==> src/rtl/fifo_arb_pkg.sv <==
// Shared types and constants for the FIFO write-side arbiter.
package fifo_arb_pkg;

   typedef enum logic {
      IDLE = 1'b0,
      OWN  = 1'b1
   } arb_state_t;

   localparam int WR_COUNT_W = 16;
   localparam int BURST_W    = 4;

   // Ceiling log2, used for index and pointer widths (n >= 2 expected).
   function automatic int clog2(input int n);
      int r;
      r = 0;
      while ((1 << r) < n) r++;
      return r;
   endfunction

endpackage

==> src/rtl/fifo_wr_arbiter_rr_pick.sv <==
// Round-robin picker: first set request strictly after last_owner, wrapping.
module rr_pick
   import fifo_arb_pkg::*;
#(
   parameter int num_req = 4,
   parameter int idx_w   = clog2(num_req)
) (
   input  logic [num_req-1:0] req,
   input  logic [idx_w-1:0]   last_owner,
   output logic               valid,
   output logic [idx_w-1:0]   idx
);

   function automatic logic [idx_w-1:0] wrap_idx(input int base, input int k);
      int s;
      s = base + k;
      if (s >= num_req) s = s - num_req;
      return idx_w'(s);
   endfunction

   // Scan offsets 1..num_req so last_owner itself is considered last.
   // NOTE: every output gets a default before the loop, so no path leaves it unassigned and no latch is inferred.
   always_comb begin
      valid = 1'b0;
      idx   = '0;
      for (int k = 1; k <= num_req; k++) begin
         if (!valid && req[wrap_idx(int'(last_owner), k)]) begin
            valid = 1'b1;
            idx   = wrap_idx(int'(last_owner), k);
         end
      end
   end

endmodule

==> src/rtl/fifo_wr_arbiter.sv <==
// Round-robin, burst-limited arbiter sharing one FIFO write port among producers.
module fifo_wr_arbiter
   import fifo_arb_pkg::*;
#(
   parameter int num_req    = 4,
   parameter int data_width = 32,
   parameter int max_burst  = 4
) (
   input  logic                          clk,
   input  logic                          rst_n,
   input  logic [num_req-1:0]            req,
   input  logic [num_req*data_width-1:0] req_data,
   output logic [num_req-1:0]            gnt,
   output logic                          fifo_cs,
   output logic                          fifo_wr_en,
   output logic [data_width-1:0]         fifo_data_in,
   input  logic                          fifo_full,
   output logic [clog2(num_req)-1:0]     owner_id,
   output logic                          busy,
   output logic [WR_COUNT_W-1:0]         wr_count
);

   localparam int                 IDX_W       = clog2(num_req);
   localparam logic [BURST_W-1:0] BURST_LIMIT = BURST_W'(max_burst);

   arb_state_t         state, state_nxt;
   logic [IDX_W-1:0]   owner, owner_nxt;
   logic [IDX_W-1:0]   last_owner, last_owner_nxt;
   logic [BURST_W-1:0] burst_cnt, burst_cnt_nxt;
   logic [BURST_W-1:0] burst_inc;
   logic               owner_req;
   logic               accept;
   logic               leave;
   logic               pick_valid;
   logic [IDX_W-1:0]   pick_idx;

   // last_owner equals owner while in OWN, so the same pick naturally gives
   // a burst-limited owner that is still requesting the lowest priority.
   rr_pick #(
      .num_req (num_req),
      .idx_w   (IDX_W)
   ) u_pick (
      .req        (req),
      .last_owner (last_owner),
      .valid      (pick_valid),
      .idx        (pick_idx)
   );

   assign owner_req = req[owner];
   assign accept    = (state == OWN) && owner_req && !fifo_full;
   assign burst_inc = burst_cnt + 1'b1;
   assign leave     = (state == OWN) && (!owner_req || (accept && (burst_inc == BURST_LIMIT)));

   // Next-state: acquire from IDLE, hand off without a bubble, or hold under back-pressure.
   always_comb begin
      state_nxt      = state;
      owner_nxt      = owner;
      last_owner_nxt = last_owner;
      burst_cnt_nxt  = burst_cnt;
      case (state)
         IDLE: begin
            if (pick_valid) begin
               state_nxt      = OWN;
               owner_nxt      = pick_idx;
               last_owner_nxt = pick_idx;
               burst_cnt_nxt  = '0;
            end
         end
         OWN: begin
            if (leave) begin
               if (pick_valid) begin
                  owner_nxt      = pick_idx;
                  last_owner_nxt = pick_idx;
                  burst_cnt_nxt  = '0;
               end else begin
                  state_nxt     = IDLE;
                  owner_nxt     = '0;
                  burst_cnt_nxt = '0;
               end
            end else if (accept) begin
               burst_cnt_nxt = burst_inc;
            end
         end
         default: state_nxt = IDLE;
      endcase
   end

   // Grant and FIFO write-port drive, combinational from state, req and full.
   always_comb begin
      gnt          = '0;
      fifo_data_in = '0;
      for (int i = 0; i < num_req; i++) begin
         if ((state == OWN) && (owner == IDX_W'(i))) begin
            gnt[i]       = accept;
            fifo_data_in = req_data[i*data_width +: data_width];
         end
      end
   end

   assign fifo_wr_en = |gnt;
   assign fifo_cs    = fifo_wr_en;
   assign owner_id   = owner;
   assign busy       = (state == OWN);

   // State registers; last_owner resets so requester 0 wins the first pick.
   always_ff @(posedge clk or negedge rst_n) begin
      if (!rst_n) begin
         state      <= IDLE;
         owner      <= '0;
         last_owner <= IDX_W'(num_req - 1);
         burst_cnt  <= '0;
         wr_count   <= '0;
      end else begin
         state      <= state_nxt;
         owner      <= owner_nxt;
         last_owner <= last_owner_nxt;
         burst_cnt  <= burst_cnt_nxt;
         if (accept) wr_count <= wr_count + WR_COUNT_W'(1);
      end
   end

endmodule

==> config.mk <==
export PLATFORM = sky130hd
export DESIGN_NAME = fifo_wr_arbiter
export DESIGN_NICKNAME = d
export VERILOG_FILES = /design/src/rtl/fifo_arb_pkg.sv /design/src/rtl/fifo_wr_arbiter_rr_pick.sv /design/src/rtl/fifo_wr_arbiter.sv
export SDC_FILE = /design/constraint.sdc
export NUM_CORES = 1
export LEC_CHECK = 0
export BUFFER_PORTS_ARGS = -buffer_cell sky130_fd_sc_hd__buf_2
export CAP_MARGIN = 15
export CORE_MARGIN = 10
export CORE_UTILIZATION = 43
export CTS_CLUSTER_SIZE = 14
export DETAILED_ROUTE_END_ITERATION = 8
export PLACE_DENSITY = 0.92
export SLEW_MARGIN = 20
export SYNTH_ARGS = -nofsm -noshare
export SYNTH_HDL_FRONTEND = slang
export SYNTH_HIERARCHICAL = 1
export SYNTH_SLANG_ARGS = --single-unit
==> constraint.sdc <==
create_clock -name clk -period 5.1 [get_ports clk]
set_clock_uncertainty 0.1 [all_clocks]
set_input_delay 0 -clock clk [delete_from_list [all_inputs] [get_ports clk]]
set_output_delay 0 -clock clk [all_outputs]
set_load 0.01 [all_outputs]
After elaboration in Yosys (flattened, before gate mapping)
Index checks and enable logic that the tools add are counted.
W data, S select, Z words.
{ "op_classes": {"n_reduce_logical": 21, "shifts": 0, "n_lt_le_gt_ge": 9, "n_mul": 0, "div_mod_pow": 0, "mux": 44, "addsub": 10, "eq_ne": 7, "bitwise": 1} }
{ "op_table": {"columns": ["cell", "count"], "rows": [
  ["$mux W32", 4],
  ["$mux W2", 13],
  ["$add A16 B1 Y16 const B", 1],
  ["$lt A2 B3 Y1 const B", 5],
  ["$mux W1", 15],
  ["$mux W4", 3],
  ["$logic_and A1 B1 Y1", 11],
  ["$bmux W1 S2", 5],
  ["$ge A3 B3 Y1 const B", 3],
  ["$pmux W2 S2", 2],
  ["$pmux W4 S2", 1],
  ["$sub A2 B1 Y2 const B", 4],
  ["$add A2 B2 Y3 const B", 2],
  ["$logic_not A1 Y1", 5],
  ["$add A2 B3 Y4 const B", 1],
  ["$add A4 B1 Y4 const B", 1],
  ["$eq A2 B2 Y1 const B", 2],
  ["$eq A4 B3 Y1 const B", 1],
  ["$ge A4 B3 Y1 const B", 1],
  ["$reduce_and A2 Y1", 2],
  ["$reduce_or A4 Y1", 1],
  ["$add A2 B1 Y3 const B", 1],
  ["$ne A3 B1 Y1 const B", 1],
  ["$eq A2 B1 Y1 const B", 1],
  ["6 further kinds", 6]
]} }
{ "totals": {"ramBits": 0, "out_inout_bits": 57, "romBits": 0, "memories": 0, "latch_bits": 0, "word_cells": 97, "regBits": 25} }

Longest topological paths before layout
Gate-level depths: netlist of run 1.
{ "depth": {"depth_word": 18, "depth_mapped": 6} }

By module
Netlist of run 1, hierarchy kept.
{ "modules_own_cells": {"columns": ["mod", "n_inst", "area_each_um2", "cells_per_inst", "seq_area_each_um2"], "rows": [
  ["fifo_wr_arbiter", 1, 2240.9, 190, 628.1],
  ["rr_pick", 1, 91.3, 14, 0.0]
]} }

Worst setup path before layout of run 1
No wires, ideal clock.
{ "synth_timing": {"path_type": "reg2reg", "from": "register owner[0] (netlist: owner_id[0])", "to": "register owner[0] (netlist: owner_id[0])", "synth_period_minus_slack_ns": 1.784, "setup_time_ns": 0.122, "n_path_buf": 1, "stages_incl_launch_ff": 6, "arrival_time_ns": 1.562, "path_slack_ns": 3.316, "required_ns": 4.878, "cell_sequence": "dfrtp_1 > buf_4 > nand2b_1 > o22a_1 > or2_1 > a32o_1"} }
{ "synth_via": {"elab_chain_len": 9} }
{ "synth_rtl": {"columns": ["item", "line_no", "text"], "rows": [
  ["from (decl)", "fifo_wr_arbiter.sv:27", "logic [IDX_W-1:0] owner, owner_nxt;"],
  ["from (signal assigned)", "fifo_wr_arbiter.sv:115", "owner <= owner_nxt;"],
  ["$bmux W1 S2 (*)", "fifo_wr_arbiter.sv:49", "assign owner_req = req[owner];"],
  ["$mux W1 (not written as such) (*)", "fifo_wr_arbiter.sv:49", null],
  ["$logic_and A1 B1 Y1 (2 in series)", "fifo_wr_arbiter.sv:50", "assign accept = (state == OWN) && owner_req && !fifo_full;"],
  ["$logic_and A1 B1 Y1", "fifo_wr_arbiter.sv:52", "assign leave = (state == OWN) && (!owner_req || (accept && (burst_inc == BURST_LIMIT)));"],
  ["$logic_or A1 B1 Y1 (*)", "fifo_wr_arbiter.sv:52", null],
  ["$logic_and A1 B1 Y1 (*)", "fifo_wr_arbiter.sv:52", null],
  ["$ne A2 B1 Y1 (no line) (*)", null, null],
  ["$reduce_and A2 Y1 (no line) (*)", null, null]
]} }
Every way passes the cells marked *; elsewhere a longest branch is shown, timed or not. The select of a mux whose other input is x is not followed.
A chain may end at the register's enable or synchronous reset.

Worst setup path after layout of run 1
{ "layout_timing": {"from": "register state (netlist: busy)", "to": "output fifo_cs"} }
{ "layout_via": {"elab_chain_len": 4} }
{ "layout_rtl": {"columns": ["item", "line_no", "text"], "rows": [
  ["from (decl)", "fifo_wr_arbiter.sv:26", "arb_state_t state, state_nxt;"],
  ["from (signal assigned)", "fifo_wr_arbiter.sv:114", "state <= state_nxt;"],
  ["$logic_and A1 B1 Y1 (2 in series)", "fifo_wr_arbiter.sv:50", null],
  ["$mux W1", "fifo_wr_arbiter.sv:93", "if ((state == OWN) && (owner == IDX_W'(i))) begin"],
  ["$reduce_or A4 Y1 (*)", "fifo_wr_arbiter.sv:100", "assign fifo_wr_en = |gnt;"],
  ["to (decl)", "fifo_wr_arbiter.sv:14", "output logic fifo_cs,"]
]} }
Every way passes the cells marked *; elsewhere a longest branch is shown, timed or not.

==> flow_summary.ini, run 1 <==
[power]
power.density_nw_per_um2 = 442
peakVddDrop_uv = 354
leakagePower_uw = 0.00162
fin_total_pwr_uw = 1490

[critical_path]
cp_slowest_cell = dfrtp_1
cp.required_ps = 5000
startpoint_type = flip-flop
rr_endpoint = wr_count[9]
rr_worst_depth = 4
cpLargestDelayFamily = flip-flops
path_buf_inv = 1
cp_slowest_stage_delay_ps = 960
path_max_fanout = 38
crit_type = flip-flop to output pin
cp_num_cells = 3
crit_path_end = fifo_cs
r2r_slack_ps = 2550
rr_startpoint = busy
crit_chain = nand2b_1 > o32ai_4 > buf_2
arrival_ps = 2460
worstSetupEndpointType = output pin
critical_path.startpoint = busy

[run]
maxCapViolCount = 0

[timing]
rsz0062_at_grt = no
fin_crit_sh_pct = 50.1
final-hold-violation-count = 0
setup_tns_ps = 0
finalMaxSlewViolations = 0
relSlewSlack_pct = 38.5
setup_viol = 0
fmax_ghz = 0.391
period_needed_ps = 2560
tightest_slew_ps = 923
worst_hold_slack_ps = 118

[clocking]
cts_sinks = 25
numCtsBuffers = 3
cts_root_buf = clkbuf_8
clock_path_buffers = 2
cts_tree = yes
cts_resized = 0
htreeDepth = 1
clk_latency_ps = 270
post-cts-setup-buffer-count = 0
clkTransAtPathRegs_ps = 90

[logic_synthesis]
synth-seq-cells = 25
postSynthCellCount = 204
synth.avg_cell_area_um2 = 11.4
synthFlopType = dfrtp_1
synth.area.top_cells = mux4_2 31%, dfrtp_1 25%, and2_1 8.9%
synth_commonest_cells = 33 x and2_1, 32 x mux4_2, 23 x dfrtp_1
synth_most_common_cell = and2_1
async_reset_ff_share_pct = 100
synth.distinct_cells = 47
ys_seq_area_share_pct = 26.9
yosysTopAreaCell = mux4_2
yosys_warnings = 6
synth_fp_nets = 341
syn_area_um2 = 2330
yosys.area.top_type_share_pct = 30.9
synth_edf_count = 0

[placement]
dp_hpwl_um = 8690
routabilityCongestion = 1.02
port_buffers = 191

[floorplan]
io_pins = 192
start_util_pct = 45.1
fp.dieW_um = 93.6
dieArea_um2 = 8770
die_y_um = 93.6
core_area_um2 = 5170
rows = 26

[routing]
drtIter0Drc = 120
wl_um = 10200
dr.pass1.iters = 4
drc_errors = 0
routed_via_density = 5.67
antenna_left = 0
vias = 2597
wire_per_inst_um = 22.2

[layout]
nets = 523
drive_above_1_share_pct = 62.3
nFillCells = 414
area_growth_pct = 44.5

[worst_hold_path]
hp-class = input pin to flip-flop
hold_depth = 3

[global_route]
grt_pass1_wl_um = 15100
grt_pass1_vias = 2721
grt_antenna_before_repair = 4
gr-total-overflow = 0
track_usage_pct = 22.0
grt_max_degree = 39

[run_status]
run_status = finished clean
worst min-delay path, delay by kind of cell:
family                 cells  cell delay (ps)
buffers and inverters      1              170
AND/OR/NAND/NOR            1              120
AO/OA/AOI/OAI              1              170
stage by stage:
| stage | instances | utilization, % | area, um^2 | setup WS [ps] |
|---|---|---|---|---|
| global route | 458 | 65.1 | 3370 | 2370 |
| floorplan | 204 | - | 2330 | 3320 |
| detailed placement | 450 | 63.8 | 3300 | 2590 |
| CTS | 455 | 64.9 | 3360 | 2560 |
| global placement | 450 | 63.8 | 3300 | 2660 |
| finish | 458 | 65.1 | 3370 | 2540 |
worst min path at each step:
stage	startpoint	end
6_report	fifo_full	burst_cnt[1]
5_1_grt	fifo_full	burst_cnt[0]
4_1_cts	fifo_full	burst_cnt[1]
3_5_place_dp	rst_n	wr_count[9]
3_3_place_gp	rst_n	wr_count[8]
2_1_floorplan	rst_n	burst_cnt[0]
placed cells by master (no fill, tap or decap), types with 2 or more instances in the layout:
cell type and n:
nand4_1 6, mux4_2 32, buf_2 191, and3_1 2
clkbuf_8 3, xnor2_1 14, nor2_1 8, inv_1 4
and2_1 33, mux2i_2 2, nand2_1 7, a32o_1 3
nand3_1 8, nand2b_1 6, dfrtp_1 22, dfstp_2 2
a21oi_1 5, mux2_2 2, nor3_1 4, ha_1 2
diode_2 3, nor4_1 2
kinds of logic (layout without fill, tap and decap cells):
logic type	count (synthesis)	in the layout	synth area share [%]
compound gates	20	20	7.51
xor+xnor	15	15	5.63
fa+ha+maj	2	2	1.07
buf+inv	20	201	4.24
flops	25	25	26.9
mux	38	38	34.0
other cells	0	3	0
simple gates	84	84	20.7
final cells by class:
| cell class | count | area, um^2 | share of cell area, % |
|---|---|---|---|
| diodes | 3 | 7.51 | 0.223 |
| clock buffers | 3 | 41.3 | 1.23 |
| clock inverters | 1 | 7.51 | 0.223 |
| inverters | 4 | 15.0 | 0.446 |
| multi-input cells | 159 | 1610 | 47.6 |
| flip-flops and latches | 25 | 632 | 18.8 |
| well taps | 70 | 87.6 | 2.60 |
| repair buffers | 193 | 973 | 28.9 |
state kept, by name (all words and copies together) (netlist names):
register / flops
last_owner: 2
burst_cnt: 4
busy: 1
owner_id: 2
wr_count: 16
power breakdown:
group | internal [uW] | switching [uW]
logic | 550 | 434
registers | 252 | 133
clock network | 55.4 | 64.8
what timing repair did:
item,in CTS,in global routing
endpoints found under the setup margin,0,0
hold buffers,1,0
endpoints found under the hold margin,25,0
layer usage:
| metal | vias up | global-route usage, % | routed length (um) | share of wire (%) |
|---|---|---|---|---|
| li1 | 1139 | - | - | - |
| met2 | 159 | 40.6 | 5320 | 52 |
| met3 | 26 | 7.51 | 1040 | 10 |
| met4 | 2 | 8.10 | 299 | 2.9 |
| met5 | - | 0 | 20 | 0.20 |
| met1 | 1271 | 22.3 | 3490 | 34 |
Note: power is estimated with default switching activity, not from simulation.
==> run 2: changes to the inputs <==
--- a/config.mk
+++ b/config.mk
@@ -8,10 +8,10 @@
 export BUFFER_PORTS_ARGS = -buffer_cell sky130_fd_sc_hd__buf_2
 export CAP_MARGIN = 15
 export CORE_MARGIN = 10
-export CORE_UTILIZATION = 43
+export CORE_UTILIZATION = 40
 export CTS_CLUSTER_SIZE = 14
 export DETAILED_ROUTE_END_ITERATION = 8
-export PLACE_DENSITY = 0.92
+export PLACE_DENSITY = 0.86
 export SLEW_MARGIN = 20
 export SYNTH_ARGS = -nofsm -noshare
 export SYNTH_HDL_FRONTEND = slang
==> constraint.sdc (replaced) <==
create_clock -name clk -period 2.5 [get_ports clk]
set_clock_uncertainty 0.1 [all_clocks]
set_input_delay 0 -clock clk [delete_from_list [all_inputs] [get_ports clk]]
set_output_delay 0 -clock clk [all_outputs]
set_load 0.01 [all_outputs]
==> flow_summary.ini, run 2 (synthesis results as in run 1) <==
[clocking]
ctsHoldBuffers = 1
cts_tree = yes
cts_root_buf = clkbuf_8
numCtsBuffers = 3
post-cts-setup-buffer-count = 0
cts_sinks = 25
cts_resized = 0
clk_latency_ps = 270
clkTransAtPathRegs_ps = 100
clock_path_buffers = 2
htreeDepth = 1

[power]
fin_total_pwr_uw = 3040
peakVddDrop_uv = 616
power.density_nw_per_um2 = 897
leakagePower_uw = 0.00163

[timing]
rsz0062_at_grt = no
fin_crit_sh_pct = 83.5
relSlewSlack_pct = 57.2
tightest_slew_ps = 641
setup_tns_ps = 0
setup_slack_ps = 413
worst_hold_slack_ps = 93.3
period_needed_ps = 2090
setup_viol = 0
final-hold-violation-count = 0
finalMaxSlewViolations = 0
fmax_ghz = 0.479

[routing]
drc_errors = 0
drtIter0Drc = 120
antenna_left = 0
dr.pass1.iters = 4
wl_um = 10200
wire_per_inst_um = 22.0
routed_via_density = 5.53
vias = 2555

[layout]
largest_reg_flops = 16
mostFrequentLayoutCell = buf_2
area_growth_pct = 45.3
layout_common_cells = 191 x buf_2, 33 x and2_1, 32 x mux4_2, 22 x dfrtp_1, 14 x xnor2_1
largest_register = wr_count
nFillCells = 504
top_regs = wr_count (16), burst_cnt (4)
drive_above_1_share_pct = 62.6
nets = 526

[placement]
dp_hpwl_um = 8720
port_buffers = 191
routabilityCongestion = 1.05
place_ws_ps = 480

[critical_path]
startpoint_type = flip-flop
path_max_fanout = 30
crit_type = flip-flop to output pin
cp.required_ps = 2400
arrival_ps = 1990
worstSetupEndpointType = output pin

[global_route]
grt_max_degree = 31
gr-total-overflow = 0
grt_pass1_vias = 2619
grt_pass1_wl_um = 14600
track_usage_pct = 20.2
grt_antenna_before_repair = 2

[floorplan]
rows = 27
core_area_um2 = 5570
die_y_um = 96.4
fp.dieW_um = 96.4
start_util_pct = 41.8
io_pins = 192
dieArea_um2 = 9290

[run_status]
run_status = finished clean

[worst_hold_path]
hp-class = input pin to flip-flop

[run]
maxCapViolCount = 0
-- run 2: cell types whose count changed in the layout (fill, tap and decap cells not counted), sizes merged --
cell	previous run	this run
buf	192	195
diode	3	2
-- run 2: critical path, stage by stage, from the launching register on --
cell,delay (ps)
dfrtp_1,600
buf_4,440
mux4_2,350
and2_1,180
buf_2,140
-- run 2: cell type report --
class	instances	area (um^2)	share of cell area, %
well taps	72	90.1	2.66
inverters	4	15.0	0.443
flip-flops and latches	25	629	18.6
multi-input cells	159	1610	47.4
repair buffers	196	996	29.4
diodes	2	5.00	0.148
clock buffers	3	41.3	1.22
clock inverters	1	7.51	0.221
-- run 2: stage by stage --
stage          std cells  utilization, %  instance area, um^2
4_1_cts              460            60.7                 3380
2_1_floorplan        204               -                 2330
6_report             462            60.8                 3390
3_5_place_dp         455            59.7                 3330
3_3_place_gp         455            59.7                 3330
5_1_grt              462            60.8                 3390
-- run 2: path summary, 6_finish.rpt --
kind                              startpoint               end  slack, ps  depth (start not counted)
min in group asynchronous              rst_n      wr_count[14]        140                          2
max in group asynchronous              rst_n       owner_id[0]       1760                          2
worst min register to register  wr_count[15]      wr_count[15]        390                          1
worst min-delay path                  req[0]              busy         90                          4
worst max-delay path             owner_id[1]  fifo_data_in[23]        410                          4
worst max register to register   owner_id[1]       wr_count[1]        460                          3
-- run 2: layer usage --
layer	up-vias	wire, um	track usage [%]	part of all wire [%]
met3	16	985	5.76	9.7
met5	-	0	0	0
met1	1274	3760	23.2	37
li1	1147	-	-	-
met4	0	210	6.30	2.1
met2	118	5230	35.6	51
-- run 2: power by group --
part / leakage [uW] / internal (uW) / switching (uW) / total, uW
clock: 0.0000217 / 113 / 135 / 248
sequential: 0.000322 / 512 / 134 / 646
combinational: 0.00129 / 1140 / 1010 / 2150
